### src/rtl/io_burst_reader_pkg.sv
// Shared types and helpers for the slave_clk-domain burst reader that feeds the
// I/O clock-crossing bridge.
package io_burst_reader_pkg;

    typedef enum logic [1:0] {
        IDLE  = 2'd0,
        ISSUE = 2'd1,
        DRAIN = 2'd2,
        FIN   = 2'd3
    } state_t;

    localparam logic [3:0] BYTEENABLE_ALL = 4'hF;

    function automatic int clog2(input int value);
        int r;
        r = 0;
        for (int i = 0; i < 30; i++) begin
            if ((32'sd1 <<< i) < value) begin
                r = i + 1;
            end
        end
        return r;
    endfunction

endpackage

### src/rtl/io_burst_reader_fifo.sv
// Show-ahead return-data buffer: the head entry is visible on pop_data while
// the buffer is non-empty; writes land one cycle after push.
module io_burst_reader_fifo
    import io_burst_reader_pkg::*;
#(
    parameter int DEPTH = 16,
    parameter int WIDTH = 33,
    localparam int CW = clog2(DEPTH) + 1
) (
    input  logic             slave_clk,
    input  logic             slave_reset_n,
    input  logic             push,
    input  logic [WIDTH-1:0] push_data,
    input  logic             pop,
    output logic [WIDTH-1:0] pop_data,
    output logic [CW-1:0]    count,
    output logic             empty,
    output logic             full
);

    localparam int AW = CW - 1;
    localparam logic [CW-1:0] FULL_LEVEL = CW'(DEPTH);

    logic [WIDTH-1:0] mem_r [DEPTH];
    logic [AW-1:0]    wr_ptr_r;
    logic [AW-1:0]    rd_ptr_r;
    logic [CW-1:0]    count_r;
    logic             wr_en_s;
    logic             rd_en_s;

    assign empty    = (count_r == {CW{1'b0}});
    assign full     = (count_r == FULL_LEVEL);
    assign count    = count_r;
    assign wr_en_s  = push & ~full;
    assign rd_en_s  = pop & ~empty;
    assign pop_data = mem_r[rd_ptr_r];

    // Storage array, written at the tail pointer
    always_ff @(posedge slave_clk) begin
        if (wr_en_s) begin
            mem_r[wr_ptr_r] <= push_data;
        end
    end

    // Pointers and occupancy; simultaneous push and pop keep the count
    always_ff @(posedge slave_clk or negedge slave_reset_n) begin
        if (!slave_reset_n) begin
            wr_ptr_r <= {AW{1'b0}};
            rd_ptr_r <= {AW{1'b0}};
            count_r  <= {CW{1'b0}};
        end else begin
            if (wr_en_s) begin
                wr_ptr_r <= wr_ptr_r + AW'(1);
            end
            if (rd_en_s) begin
                rd_ptr_r <= rd_ptr_r + AW'(1);
            end
            case ({wr_en_s, rd_en_s})
                2'b10:   count_r <= count_r + CW'(1);
                2'b01:   count_r <= count_r - CW'(1);
                default: count_r <= count_r;
            endcase
        end
    end

endmodule

### src/rtl/io_burst_reader.sv
// Avalon-MM read-burst master for the bridge s1 port; outstanding reads are
// bounded by buffer space because bridge returns cannot be stalled.
module io_burst_reader
    import io_burst_reader_pkg::*;
#(
    parameter int FIFO_DEPTH = 16,
    parameter int ADDR_W     = 9,
    parameter int CNT_W      = 10
) (
    input  logic              slave_clk,
    input  logic              slave_reset_n,
    input  logic              cmd_valid,
    output logic              cmd_ready,
    input  logic [ADDR_W-1:0] cmd_address,
    input  logic [CNT_W-1:0]  cmd_count,
    output logic              busy,
    output logic              done,
    output logic [ADDR_W-1:0] avm_address,
    output logic [ADDR_W-1:0] avm_nativeaddress,
    output logic [3:0]        avm_byteenable,
    output logic              avm_read,
    output logic              avm_write,
    output logic [31:0]       avm_writedata,
    input  logic              avm_waitrequest,
    input  logic [31:0]       avm_readdata,
    input  logic              avm_readdatavalid,
    input  logic              avm_endofpacket,
    output logic [31:0]       out_data,
    output logic              out_valid,
    input  logic              out_ready,
    output logic              out_last,
    output logic              err_unexpected
);

    localparam int PW = clog2(FIFO_DEPTH) + 1;
    localparam int SW = PW + 1;
    localparam logic [SW-1:0] CREDIT_LIMIT = SW'(FIFO_DEPTH);

    state_t            state_r, state_s;
    logic [ADDR_W-1:0] addr_r;
    logic [CNT_W-1:0]  count_r, count_s;
    logic [CNT_W-1:0]  issued_r, issued_s;
    logic [CNT_W-1:0]  ret_idx_r;
    logic [PW-1:0]     pending_r;
    logic [PW-1:0]     fifo_count_s;
    logic [SW-1:0]     credit_use_s;
    logic              read_r, read_s;
    logic              err_r;
    logic              cmd_take_s, accept_s, push_s, pop_s, last_pop_s;
    logic              fifo_empty_s, fifo_full_s;
    logic [32:0]       fifo_dout_s;

    assign cmd_take_s = cmd_valid & (state_r == IDLE);
    assign accept_s   = read_r & ~avm_waitrequest;
    assign push_s     = avm_readdatavalid & (pending_r != {PW{1'b0}}) & ~fifo_full_s;
    assign pop_s      = ~fifo_empty_s & out_ready;
    assign last_pop_s = pop_s & fifo_dout_s[32];
    // Reads in flight plus buffered words, as they will stand after this edge
    assign credit_use_s = SW'(pending_r) + SW'(fifo_count_s) + SW'(accept_s) - SW'(pop_s);

    // Next-state, command capture and issue counting
    always_comb begin
        state_s  = state_r;
        count_s  = count_r;
        issued_s = issued_r;
        case (state_r)
            IDLE: begin
                if (cmd_take_s) begin
                    count_s  = cmd_count;
                    issued_s = {CNT_W{1'b0}};
                    state_s  = (cmd_count == {CNT_W{1'b0}}) ? FIN : ISSUE;
                end else begin
                    state_s = IDLE;
                end
            end
            ISSUE: begin
                if (accept_s) begin
                    issued_s = issued_r + CNT_W'(1);
                    state_s  = (issued_s == count_r) ? DRAIN : ISSUE;
                end else begin
                    state_s = ISSUE;
                end
            end
            DRAIN: begin
                if (last_pop_s) begin
                    state_s = FIN;
                end else begin
                    state_s = DRAIN;
                end
            end
            FIN:     state_s = IDLE;
            default: state_s = IDLE;
        endcase
        read_s = (state_s == ISSUE) && (issued_s != count_s) && (credit_use_s < CREDIT_LIMIT);
    end

    // Control state, request and address registers
    always_ff @(posedge slave_clk or negedge slave_reset_n) begin
        if (!slave_reset_n) begin
            state_r  <= IDLE;
            count_r  <= {CNT_W{1'b0}};
            issued_r <= {CNT_W{1'b0}};
            read_r   <= 1'b0;
            addr_r   <= {ADDR_W{1'b0}};
        end else begin
            state_r  <= state_s;
            count_r  <= count_s;
            issued_r <= issued_s;
            read_r   <= read_s;
            if (cmd_take_s) begin
                addr_r <= cmd_address;
            end else if (accept_s) begin
                addr_r <= addr_r + ADDR_W'(1);
            end
        end
    end

    // Return-side bookkeeping: outstanding reads, return index, stray strobes
    always_ff @(posedge slave_clk or negedge slave_reset_n) begin
        if (!slave_reset_n) begin
            pending_r <= {PW{1'b0}};
            ret_idx_r <= {CNT_W{1'b0}};
            err_r     <= 1'b0;
        end else begin
            pending_r <= pending_r + PW'(accept_s) - PW'(push_s);
            if (cmd_take_s) begin
                ret_idx_r <= {CNT_W{1'b0}};
            end else if (push_s) begin
                ret_idx_r <= ret_idx_r + CNT_W'(1);
            end
            err_r <= err_r | (avm_readdatavalid & (pending_r == {PW{1'b0}}));
        end
    end

    io_burst_reader_fifo #(
        .DEPTH (FIFO_DEPTH),
        .WIDTH (33)
    ) u_fifo (
        .slave_clk     (slave_clk),
        .slave_reset_n (slave_reset_n),
        .push          (push_s),
        .push_data     ({(ret_idx_r == count_r - CNT_W'(1)), avm_readdata}),
        .pop           (pop_s),
        .pop_data      (fifo_dout_s),
        .count         (fifo_count_s),
        .empty         (fifo_empty_s),
        .full          (fifo_full_s)
    );

    assign cmd_ready         = (state_r == IDLE);
    assign busy              = (state_r != IDLE);
    assign done              = (state_r == FIN);
    assign avm_address       = addr_r;
    assign avm_nativeaddress = addr_r;
    assign avm_byteenable    = BYTEENABLE_ALL;
    assign avm_read          = read_r;
    assign avm_write         = 1'b0;
    assign avm_writedata     = 32'h0000_0000;
    assign out_data          = fifo_dout_s[31:0];
    assign out_valid         = ~fifo_empty_s;
    assign out_last          = fifo_dout_s[32] & ~fifo_empty_s;
    assign err_unexpected    = err_r;

endmodule

### config.mk
export PLATFORM = sky130hd
export DESIGN_NAME = io_burst_reader
export DESIGN_NICKNAME = d
export VERILOG_FILES = /design/src/rtl/io_burst_reader_pkg.sv /design/src/rtl/io_burst_reader_fifo.sv /design/src/rtl/io_burst_reader.sv
export SDC_FILE = /design/constraint.sdc
export NUM_CORES = 1
export LEC_CHECK = 0
export CAP_MARGIN = 0
export CORE_UTILIZATION = 40
export DETAILED_ROUTE_END_ITERATION = 10
export PLACE_DENSITY_LB_ADDON = 0.1
export SKIP_LAST_GASP = 1
export SLEW_MARGIN = 20
export SYNTH_ARGS = -nofsm -noshare
export SYNTH_HDL_FRONTEND = slang
export SYNTH_SLANG_ARGS = --single-unit
### constraint.sdc
create_clock -name slave_clk -period 5.55 [get_ports slave_clk]
set_input_delay 0.555 -clock slave_clk [delete_from_list [all_inputs] [get_ports slave_clk]]
set_output_delay 0.555 -clock slave_clk [all_outputs]
set_load 0.02 [all_outputs]
Word-level counts from Yosys, hierarchy flattened
Memories as Yosys holds them, arrays and structs flattened.
Index checks and enable logic that the tools add are counted.

word-level totals
  flip-flop bits (word level) = 61
  latch bits = 0
  RAM bits = 528
  ROM bits = 0
  input port bits = 58
  output and inout bits = 94
  logic and storage cells = 79
  memories kept = 1

cells by class
  add/subtract/negate cells = 13
  $mul = 0
  div/mod/pow operators = 0
  magnitude comparators = 1
  equal/unequal tests = 10
  shift operators = 0
  muxes and demuxes = 18
  bitwise operators = 14
  reductions and logical operators = 11

memories
  memory        words  bits a word  read ports  clocked after memory_dff  write ports  line                        text
  u_fifo.mem_r  16     33           1           0                         1            io_burst_reader_fifo.sv:24  logic [WIDTH-1:0] mem_r [DEPTH];

operator list
  operator                 number
  $mux W10                 6
  $add A10 B1 Y10 const B  2
  $eq A10 B10 Y1           2
  $pmux W10 S2             1
  $mux W9                  2
  $and A1 B1 Y1            10
  $logic_not A10 Y1        1
  $logic_not A5 Y1         2
  $ne A10 B10 Y1           1
  $pmux W5 S2              1
  $sub A10 B1 Y10 const B  1
  $add A9 B1 Y9 const B    1
  $add A4 B1 Y4 const B    2
  $mux W2                  4
  $pmux W2 S4              1
  $reduce_bool A2 Y1       4
  $add A5 B5 Y6            1
  $add A6 B1 Y6            1
  $eq A2 B1 Y1 const B     3
  $eq A2 B2 Y1 const B     3
  $lt A6 B5 Y1 const B     1
  $sub A6 B1 Y6            1
  $add A5 B1 Y5            1
  $add A5 B1 Y5 const B    1
  other kinds (9)          14

Logic depth before layout (Yosys ltp)
  word-level depth = 9
  gate-level depth with buffers = 15
  gate-level depth less buffers = 14

Hierarchy
Synthesis repeated with hierarchy kept, for this count alone.

unflattened totals
  cells, all modules = 1494
  area total of the unflattened synthesis = 25250.5 um^2

by module, submodules not included
  module                times used  cells an instance  area each (um^2)  seq. area each (um^2)
  io_burst_reader_fifo  1           1042               21395.5           16180.5
  io_burst_reader       1           452                3854.9            1201.2

Worst setup path before layout
OpenSTA, ideal clock, no wires.

  path type = reg2reg
  from = register pending_r[2]
  to = memory u_fifo.mem_r[0][0], enable pin
  library setup time = 0.506 ns
  arrival = 4.687 ns
  required time = 5.044 ns
  slack = 0.357 ns
  stages on the path, launching flop included = 8
  buffers on the path = 1
  clock period less this slack = 5.193 ns
  path through = dfrtp_1 inv_1 ha_1 nor4b_1 a211oi_1 buf_2 inv_1 nor4_1

between the ends
  longest elaborated chain between the ends = 6

ends and longest elaborated chain
  what                           line                        text
  from (decl)                    io_burst_reader.sv:44       logic [PW-1:0] pending_r;
  from (signal assigned)         io_burst_reader.sv:121      pending_r <= {PW{1'b0}};
  from (signal assigned)         io_burst_reader.sv:125      pending_r <= pending_r + PW'(accept_s) - PW'(push_s);
  $reduce_bool A5 Y1             io_burst_reader.sv:55       assign push_s = avm_readdatavalid & (pending_r != {PW{1'b0}}) & ~fifo_full_s;
  $and A1 B1 Y1 (2 in series)    io_burst_reader.sv:55
  $and A1 B1 Y1                  io_burst_reader_fifo.sv:34  assign wr_en_s = push & ~full;
  via u_fifo.wr_en_s             io_burst_reader_fifo.sv:28  logic wr_en_s;
  $mux W1                        io_burst_reader_fifo.sv:40  if (wr_en_s) begin
  $mux W1 (not written as such)  io_burst_reader_fifo.sv:41  mem_r[wr_ptr_r] <= push_data;
  to (decl)                      io_burst_reader_fifo.sv:24

The timed path passes the listed nets, and every way through them passes these cells.

Final worst setup path
  from = register u_fifo.rd_ptr_r[0]
  to = output out_data[13]

between the ends
  longest elaborated chain between the ends = 1

ends and longest elaborated chain
  what                    line                        text
  from (decl)             io_burst_reader_fifo.sv:26  logic [AW-1:0] rd_ptr_r;
  from (signal assigned)  io_burst_reader_fifo.sv:49  rd_ptr_r <= {AW{1'b0}};
  from (signal assigned)  io_burst_reader_fifo.sv:56  rd_ptr_r <= rd_ptr_r + AW'(1);
  $mem_v2 Z16 W33         --
  to (decl)               io_burst_reader.sv:28       output logic [31:0] out_data,

Every way passes these cells.

==> summary.txt <==
Clock tree
  – Post-CTS setup buffer count: 0
  – Skew-Pair Late Insertion Delay: 0.62 ns
  – Root Driver: clkbuf_16
  – CTS tree: done
  – Gates resized, CTS repair: 0
  – CTS max path bufs: 3
  – TritonCTS Buffers: 61
  – CTS Hold Bufs: 0
  – CTS sink count: 589
  – Clk slew on worst S/H paths: 0.06 ns
  – H-tree Lvls: 2

Synthesis
  – Cells after Synth: 1258
  – Async SR Flop Fraction: 0.104
  – Synth Warn #: 0
  – Area of the mapped netlist: 24300 sq um
  – Number of synthesized flops with an enable pin: 528
  – Register area share after synthesis: 0.716
  – Top_reg_cell synth: edfxtp_1
  – Avg Inst Size Synth: 19.3 sq um
  – Synth cell types: 52
  – Seq cells post-synth: 589

Worst setup path
  – Startpoint Class: flip-flop
  – Crit path buf inv count: 2
  – CP cell instances: buf_4 > mux4_2 > mux4_2 > clkdlybuf4s50_1
  – Crit path max-delay family: multiplexers
  – Worst-path maximum fanout: 35
  – CP most frequent cell: mux4_2
  – Crit end category: output port
  – Worst path required time: 4.99 ns
  – WS Path Type: flip-flop to output port
  – WP data arrival: 3.77 ns
  – Max stage delay on crit path: 0.95 ns
  – Critical-path top delay cell: dfrtp_4

Global routing
  – First-pass GRT wire length: 79.0 mm
  – GRT Total Usage: 0.176
  – Vias in the first global route: 12200
  – Congestion Overflow GR: 0
  – Antenna violations before repair: 1
  – Pin count of the biggest net entering global routing: 62

Power
  – P_leak: 9.33 nW
  – Final Total Pwr: 0.0146 W
  – Max IR drop VDD: 0.360 mV
  – Power Density: 520 nW/um^2

Drt
  – Final WL: 52.9 mm
  – Top Layer Used: met5
  – DR WL/cell: 23.9 um
  – Detail Route Antenna Nets: 0
  – Met3 wire len: 2.27 mm
  – DR iter-0 viols: 780
  – Post-route DRC: 0
  – DR vias/cell: 5.26
  – Via count: 11700
  – WL met1: 23.4 mm
  – DR WL met2: 26.2 mm
  – DR pass1 iterations: 7

Die
  – Placeable Area: 59500 sq um
  – Die height: 248 um
  – Die Area: 61600 sq um
  – # IOs: 152
  – Initial core utilization: 0.408
  – Die Span X: 248 um
  – # rows: 89

Place
  – Placed inst area: 26200 sq um
  – RePlAce Congestion: 0.767
  – DP HPWL: 29.2 mm
  – Pre-CTS setup slack: 1.76 ns
  – Port Buffers: 113

Flow run
  – Max-cap violations: 0

Run status
  – Outcome: completed

STA
  – Unrepaired setup endpoints after global routing: no
  – Setup slack after layout: 1.23 ns
  – Pins Over Slew Limit: 0
  – Final-report hold violation count: 0
  – Slew at the pin closest to its max-slew limit: 1.00 ns
  – Crit path time final: 4.32 ns
  – Setup Skew: 0.0194 ns
  – Fmax: 231 MHz
  – Worst slew margin: 0.329
  – TNS Setup: 0 ns
  – Final setup vio count: 0
  – Final period util: 0.779

Final layout
  – Final nets: 1484
  – Area Overhead vs Synth: 15.9%
  – # fillers: 4989
  – Post-Layout Inst Area: 28100 sq um
  – Core Util, Final: 0.473
  – Layout cells sized above 1: 0.214

Min path
  – Hold Crit Class: primary input to asynchronous set/reset pin
==> final timing paths <==
| kind | from | to | slack [ns] | depth (start not counted) |
|---|---|---|---|---|
| min in group slave_clk | err_unexpected$_DFF_PN0_ | err_unexpected$_DFF_PN0_ | 0.46 | 1 |
| min reg2reg | err_unexpected$_DFF_PN0_ | err_unexpected$_DFF_PN0_ | 0.46 | 1 |
| max | u_fifo.rd_ptr_r[0]$_DFFE_PN0P_ | out_data[13] | 1.23 | 4 |
| max in group asynchronous | slave_reset_n | u_fifo.rd_ptr_r[2]$_DFFE_PN0P_ | 4.77 | 2 |
| min | slave_reset_n | count_r[4]$_DFF_PN0_ | 0.11 | 2 |
| max reg2reg | u_fifo.count[0]$_DFFE_PN0P_ | avm_read$_DFF_PN0_ | 2.04 | 13 |
==> metal layers <==
metal | GRT usage | up-vias
met1 | 0.241 | 6170
met5 | 0 | -
met2 | 0.291 | 261
li1 | - | 5176
met4 | 0.0481 | 2
met3 | 0.0290 | 58
==> sequential cells by signal (all words and copies together) (netlist names) <==
name and flops:
u_fifo.mem_r 528, u_fifo.wr_ptr_r 4, avm_address 9, avm_read 1, u_fifo.rd_ptr_r 4, count_r 10
err_unexpected 1, ret_idx_r 10, pending_r 5, state_r 2, issued_r 10, u_fifo.count 5
==> cells in the mapped netlist, drive strengths merged (7+ instances only) <==
cell	count	area, sq um
ha	29	363
clkbuf	24	90.1
a21oi	8	40.0
mux4	164	3690
and3	7	43.8
nor2	38	145
xnor2	40	350
a31oi	7	43.8
o21ai	32	164
edfxtp	528	15900
dfrtp	61	1530
nand2	72	275
nand4	7	43.8
nor3	12	60.1
nor4	8	50.1
buf	82	529
xor2	38	333
inv	39	146
nand3	13	75.1
==> power by group <==
group	internal (W)	total (W)	switching (W)	leakage, nW
clock	0.00224	0.00388	0.00165	0.918
combinational	0.00241	0.00475	0.00234	2.89
sequential	0.00541	0.00599	0.000581	5.52
total	0.0101	0.0146	0.00457	9.33
==> cell usage in the layout, fill, tap and decap left out, types with 4 or more instances in the layout <==
| master | n |
|---|---|
| clkinv_1 | 18 |
| nand3_1 | 11 |
| clkbuf_16 | 63 |
| nand4_1 | 7 |
| inv_1 | 39 |
| xnor2_1 | 40 |
| nor2_1 | 33 |
| nor3_1 | 8 |
| conb_1 | 37 |
| nor2_4 | 4 |
| nor3_2 | 4 |
| bufinv_16 | 4 |
| clkdlybuf4s50_1 | 112 |
| a21o_1 | 5 |
| mux2i_1 | 4 |
| a31oi_1 | 7 |
| dfrtp_1 | 57 |
| nor4_1 | 4 |
| buf_4 | 29 |
| and3_1 | 7 |
| clkinv_2 | 9 |
| xor2_1 | 38 |
| and2_2 | 4 |
| a21oi_1 | 8 |
| nor4_2 | 4 |
| mux4_2 | 164 |
| o21ai_0 | 31 |
| edfxtp_1 | 528 |
| nand2_1 | 70 |
| ha_1 | 29 |
| clkbuf_1 | 14 |
==> kinds of logic (layout without fill, tap and decap cells) <==
group	after synthesis	count (layout)	share of synthesized area
AO/OA/AOI/OAI	66	66	0.0171
XOR/XNOR	78	78	0.0282
adder cells (fa/ha/maj)	31	31	0.0166
buffers and inverters	145	294	0.0316
flip-flops	589	589	0.716
multiplexers	170	170	0.155
other	2	38	0.000310
AND/OR/NAND/NOR	177	177	0.0349
==> cell type report <==
class | instances | area, sq um | share of cell area
Multi-Input combinational cell | 559 | 6330 | 0.225
Inverter | 39 | 146 | 0.00520
Sequential cell | 589 | 17400 | 0.618
Tap cell | 773 | 967 | 0.0344
Clock buffer | 77 | 1630 | 0.0579
Clock inverter | 33 | 249 | 0.00885
Antenna cell | 1 | 2.50 | 0.0000890
Timing Repair Buffer | 145 | 1400 | 0.0499
==> through the flow <==
step,hold slack [ns],std cells
3_3_place_gp,0.445,2105
3_5_place_dp,0.443,2105
2_1_floorplan,0.259,1293
4_1_cts,0.136,2215
5_1_grt,0.186,2215
6_report,0.107,2216
Power figures use the tool's default switching activity.
